File: src/rtl/edge_bram_scheduler.sv
// ----------------------------------------------------------------------------
// edge_bram_scheduler
//
// Sequences the per-frame edge-map pipeline and arbitrates the single edge
// BRAM. Each frame the BRAM is cleared, then the edge detector runs, then the
// edge-widening engine runs. Only one requester owns the BRAM ports at a time.
// Between frames the read port belongs to the display path. A stage watchdog
// aborts a stuck DETECT or WIDEN stage. One pending frame request is queued.
//
// Ports
//   clk, rst_n                  clock, asynchronous active-low reset
//   frame_start                 one-cycle frame request
//   busy                        high whenever the state is not IDLE
//   frame_done                  one-cycle pulse on successful completion
//   error                       sticky watchdog flag, cleared by next start
//   overrun                     one-cycle pulse when a request is dropped
//   det_start / det_done        detector handshake (level start, held done)
//   det_addr_rd/_wr, det_wdata, det_we    detector BRAM access
//   wid_start / wid_done        widener handshake (start low resets widener)
//   wid_addr_rd/_wr, wid_wdata, wid_we    widener BRAM access
//   disp_addr, disp_valid       display read address / read-port ownership
//   bram_addra, bram_dina, bram_wea       BRAM write port A
//   bram_addrb                  BRAM read port B address
// ----------------------------------------------------------------------------
module edge_bram_scheduler #(
    parameter int NUM_PIXELS     = 307200,
    parameter int TIMEOUT_CYCLES = 16000000
) (
    input  logic        clk,
    input  logic        rst_n,
    input  logic        frame_start,
    output logic        busy,
    output logic        frame_done,
    output logic        error,
    output logic        overrun,
    output logic        det_start,
    input  logic        det_done,
    input  logic [18:0] det_addr_rd,
    input  logic [18:0] det_addr_wr,
    input  logic [2:0]  det_wdata,
    input  logic        det_we,
    output logic        wid_start,
    input  logic        wid_done,
    input  logic [18:0] wid_addr_rd,
    input  logic [18:0] wid_addr_wr,
    input  logic [2:0]  wid_wdata,
    input  logic        wid_we,
    input  logic [18:0] disp_addr,
    output logic        disp_valid,
    output logic [18:0] bram_addra,
    output logic [2:0]  bram_dina,
    output logic        bram_wea,
    output logic [18:0] bram_addrb
);

    localparam logic [18:0] LAST_ADDR = 19'(NUM_PIXELS - 1);
    localparam logic [31:0] WDOG_LAST = 32'(TIMEOUT_CYCLES - 1);

    typedef enum logic [2:0] {
        S_IDLE   = 3'd0,
        S_CLEAR  = 3'd1,
        S_DETECT = 3'd2,
        S_WIDEN  = 3'd3,
        S_DONE   = 3'd4
    } state_t;

    state_t      state_r;
    logic [18:0] clear_addr_r;
    logic [31:0] wdog_r;
    logic        pending_r;

    // Frame sequencer: state, handshakes, watchdog, request queue and status.
    always_ff @(posedge clk or negedge rst_n) begin
        if (!rst_n) begin
            state_r      <= S_IDLE;
            clear_addr_r <= 19'd0;
            wdog_r       <= 32'd0;
            pending_r    <= 1'b0;
            busy         <= 1'b0;
            frame_done   <= 1'b0;
            error        <= 1'b0;
            overrun      <= 1'b0;
            det_start    <= 1'b0;
            wid_start    <= 1'b0;
        end else begin
            frame_done <= 1'b0;
            overrun    <= 1'b0;

            // A request outside IDLE (DONE included) is queued one deep; a
            // second one is dropped. IDLE/DONE transitions below may override
            // pending_r when they consume the queued request.
            if (frame_start && (state_r != S_IDLE)) begin
                if (pending_r) begin
                    overrun <= 1'b1;
                end else begin
                    pending_r <= 1'b1;
                end
            end

            case (state_r)
                S_IDLE: begin
                    if (frame_start || pending_r) begin
                        state_r      <= S_CLEAR;
                        clear_addr_r <= 19'd0;
                        error        <= 1'b0;
                        pending_r    <= 1'b0;
                        busy         <= 1'b1;
                    end
                end
                S_CLEAR: begin
                    if (clear_addr_r == LAST_ADDR) begin
                        state_r   <= S_DETECT;
                        det_start <= 1'b1;
                        wdog_r    <= 32'd0;
                    end else begin
                        clear_addr_r <= clear_addr_r + 19'd1;
                    end
                end
                S_DETECT: begin
                    // Done takes priority over a simultaneous timeout.
                    if (det_done) begin
                        state_r   <= S_WIDEN;
                        det_start <= 1'b0;
                        wid_start <= 1'b1;
                        wdog_r    <= 32'd0;
                    end else if (wdog_r == WDOG_LAST) begin
                        state_r   <= S_IDLE;
                        error     <= 1'b1;
                        det_start <= 1'b0;
                        wid_start <= 1'b0;
                        busy      <= 1'b0;
                    end else begin
                        wdog_r <= wdog_r + 32'd1;
                    end
                end
                S_WIDEN: begin
                    if (wid_done) begin
                        state_r    <= S_DONE;
                        wid_start  <= 1'b0;
                        frame_done <= 1'b1;
                    end else if (wdog_r == WDOG_LAST) begin
                        state_r   <= S_IDLE;
                        error     <= 1'b1;
                        det_start <= 1'b0;
                        wid_start <= 1'b0;
                        busy      <= 1'b0;
                    end else begin
                        wdog_r <= wdog_r + 32'd1;
                    end
                end
                S_DONE: begin
                    if (pending_r) begin
                        state_r      <= S_CLEAR;
                        clear_addr_r <= 19'd0;
                        pending_r    <= 1'b0;
                    end else begin
                        state_r <= S_IDLE;
                        busy    <= 1'b0;
                    end
                end
                default: begin
                    state_r   <= S_IDLE;
                    busy      <= 1'b0;
                    det_start <= 1'b0;
                    wid_start <= 1'b0;
                end
            endcase
        end
    end

    // BRAM port ownership mux, driven from the registered state so an async
    // reset immediately returns the ports to their idle/display settings.
    always_comb begin
        bram_addra = 19'd0;
        bram_dina  = 3'd0;
        bram_wea   = 1'b0;
        bram_addrb = 19'd0;
        disp_valid = 1'b0;
        case (state_r)
            S_IDLE: begin
                bram_addrb = disp_addr;
                disp_valid = 1'b1;
            end
            S_CLEAR: begin
                bram_addra = clear_addr_r;
                bram_wea   = 1'b1;
            end
            S_DETECT: begin
                bram_addra = det_addr_wr;
                bram_dina  = det_wdata;
                bram_wea   = det_we;
                bram_addrb = det_addr_rd;
            end
            S_WIDEN: begin
                bram_addra = wid_addr_wr;
                bram_dina  = wid_wdata;
                bram_wea   = wid_we;
                bram_addrb = wid_addr_rd;
            end
            S_DONE: begin
                bram_wea = 1'b0;
            end
            default: begin
                bram_wea = 1'b0;
            end
        endcase
    end

endmodule

File: config.mk
export PLATFORM = sky130hd
export DESIGN_NAME = edge_bram_scheduler
export DESIGN_NICKNAME = d
export VERILOG_FILES = /design/src/rtl/edge_bram_scheduler.sv
export SDC_FILE = /design/constraint.sdc
export NUM_CORES = 1
export LEC_CHECK = 0
export ABC_AREA = 1
export CORE_MARGIN = 1.5
export CORE_UTILIZATION = 45
export CTS_BUF_LIST = sky130_fd_sc_hd__clkbuf_8
export DETAILED_ROUTE_END_ITERATION = 10
export PLACE_DENSITY = 0.82
export SLEW_MARGIN = 15
export SYNTH_ARGS = -nofsm -noshare
export SYNTH_HDL_FRONTEND = slang
export SYNTH_SLANG_ARGS = --single-unit
File: constraint.sdc
create_clock -name clk -period 4.12 [get_ports clk]
set_clock_uncertainty 0.1 [all_clocks]
set_input_delay 0.618 -clock clk [delete_from_list [all_inputs] [get_ports clk]]
set_output_delay 0.618 -clock clk [all_outputs]
set_load 0.1 [all_outputs]
==> reports/metrics.yaml <==
grt:
  grt_pass1_vias: 5301
  grt_start_max_net_pins: 36
  grtUsageTotal_pct: 28.96
  grt_pass1_wl_um: 26680
  antenna_found_initial: 1
  globalRouteOverflowTotal: 0
finish:
  multi_input_area_mm2: 0.003098
  most-common-layout-cells: "nand2_1, clkdlybuf4s50_1, nor2_1"
  insertedDiodeCount: 0
  final_common_cell: "nand2_1"
  drive_gt1_share_pct: 9.147
  nets: 1078
  seqCellArea_mm2: 0.001526
  nFillCells: 1017
  syn2layout_area_growth_pct: 34.15
synth:
  ys_seq_area_share_pct: 30.04
  synth_area_mm2: 0.005081
  ys_warn_count: 0
  synth_edf_count: 0
  synth_seq_cells: 61
  synth_ff_type: "dfrtp_1"
  ys_async_sr_fraction_pct: 100.0
  syn_inst: 826
  syn_avg_cell_area_um2: 6.151
  synth_nets: 936
  synth.distinct_cells: 36
route:
  post_drt_wl_per_cell_um: 15.30
  remaining_drc_errors: 0
  first_pass_iters: 5
  drt_first_iter_violations: 530
  vias_per_cell: 5.408
  wirelength_um: 17030
  vias: 6019
  antenna_left: 0
run:
  drv_cap: 0
clock_network:
  cts-resized-gates: 0
  cts_made_buffers: 9
  ctsHoldBuffers: 0
  clkSlewWorstSetupHoldPaths_ns: 0.08
  cts-root-buf: "clkbuf_8"
  insertion_delay_ns: 0.36
  cts_tree: "yes"
  htree_levels: 3
  numClockSinks: 61
  cts_setup_buffers: 0
  cts_buffer_depth: 2
pwr:
  powerDensity_mw_per_mm2: 698.9
  seqPwrFrac_pct: 15.9
  ir_drop_v: 0.0008180
  pwr-share-clk_pct: 11.6
  internal_power_w: 0.001665
  cellLeakagePower_nw: 3.111
  switchingPower_w: 0.003099
  switching_share_pct: 65.04
  combinationalPowerShare_pct: 72.5
timing:
  setup_ws_ns: 0.7226
  rsz0062_at_grt: "no"
  finalCritPeriodShare_pct: 82.46
  post-route-min-period_ns: 3.397
  final-max-slew-violation-count: 0
  worst_pin_slew_ns: 0.9786
  fin_setup_tns_ns: 0
  setup_viol: 0
  hold_viol: 0
  relSlewSlack_pct: 34.55
  max_freq_mhz: 294.3
  holdWs_ns: 0.1650
placed_design:
  dp_hpwl_um: 12850
  portBuffers: 156
  gp_congestion: 0.9707
  place_ws_ns: 1.121
setup_path:
  critPathMaxFanout: 25
  cp-start-kind: "flip-flop"
  required_ns: 3.40
  critPathKind: "reg2out"
  cp.arrival_ns: 2.68
  crit_path_end_kind: "primary output"
floorplan:
  ios: 157
  start_util_pct: 46.46
  die_h_um: 109.3
  row_count: 38
  die_area_mm2: 0.01194
  die_width_um: 109.3
  core-area_mm2: 0.01094
run_status:
  status: "finished clean"
min_path:
  worstHoldPathType: "in2async"
area by class of cell:
class,count,share of cell area [%]
clock inverters,6,0.9361
well taps,140,2.570
repair buffers,163,22.21
clock buffers,10,2.019
flip-flops and latches,61,22.39
multi-input cells,654,45.45
inverters,79,4.424
metrics by stage:
step	area [um^2]	utilization [%]	cells	total power (W)
final	6817	62.33	1113	0.004764
after global routing	6817	62.33	1113	0.004979
after CTS	6817	62.33	1113	0.004768
after detailed placement	6615	60.49	1097	0.004205
after global placement	6615	60.49	1097	0.004182
after floorplan	5081	-	826	0.003465
power groups by stage:
stage,clock (W),sequential (W),combinational (W)
after floorplan,0,0.000857,0.00261
after global placement,0,0.000763,0.00342
after detailed placement,0,0.000765,0.00344
after CTS,0.000562,0.000755,0.00345
after global routing,0.000592,0.000766,0.00362
final,0.000554,0.000758,0.00345
logic make-up after synthesis:
family / after synthesis / synth area share, %
simple gates: 514 / 42.38
compound gates: 124 / 15.44
buf+inv: 111 / 9.234
flops: 61 / 30.04
xor+xnor: 14 / 2.413
fa+ha+maj: 2 / 0.4924
flip-flops by register name, indices dropped and copies added (netlist names):
register      flops
pending_r         1
clear_addr_r     19
overrun           1
state_r           3
busy              1
wdog_r           32
wid_start         1
frame_done        1
error             1
det_start         1
layer usage:
| layer | global-route usage [%] | vias to the layer above | wire length (um) |
|---|---|---|---|
| met5 | 0 | - | 18 |
| met4 | 8.720 | 2 | 201 |
| met3 | 7.472 | 22 | 1288 |
| met2 | 42.05 | 242 | 7718 |
| met1 | 41.97 | 2750 | 7802 |
| li1 | - | 3003 | - |
synth_stat cells (all sizes together), types with 7 or more instances:
cell	n	share of area (%)
nor3	8	0.79
xor2	10	1.7
nand3	77	7.7
o21ai	61	6.2
nor2	94	7.4
a21oi	7	0.91
nand2	309	23
o211ai	13	1.9
nand4	24	3.0
inv	78	5.8
dfrtp	61	30
clkbuf	19	1.4
a22oi	35	5.2
buf	13	1.9
critical path, cell delays in order (launching register included):
cell     delay, ns
dfrtp_1       0.77
inv_1         0.19
nor2_4        0.52
buf_4         0.33
a22oi_1       0.12
nand2_1       0.07
buf_4         0.29
worst paths after layout:
path,from,end,slack (ns),cells past startpoint
min in group clk,error$_DFFE_PN0P_,error$_DFFE_PN0P_,0.42,1
hold reg to reg,error$_DFFE_PN0P_,error$_DFFE_PN0P_,0.42,1
max in group asynchronous,rst_n,clear_addr_r[4]$_DFFE_PN0P_,2.86,2
setup / recovery,state_r[0]$_DFFE_PN0P_,bram_addrb[0],0.72,6
setup reg to reg,state_r[0]$_DFFE_PN0P_,wdog_r[14]$_DFFE_PN0P_,1.09,9
hold / removal,rst_n,wdog_r[21]$_DFFE_PN0P_,0.16,1
Power figures use the tool's default switching activity.
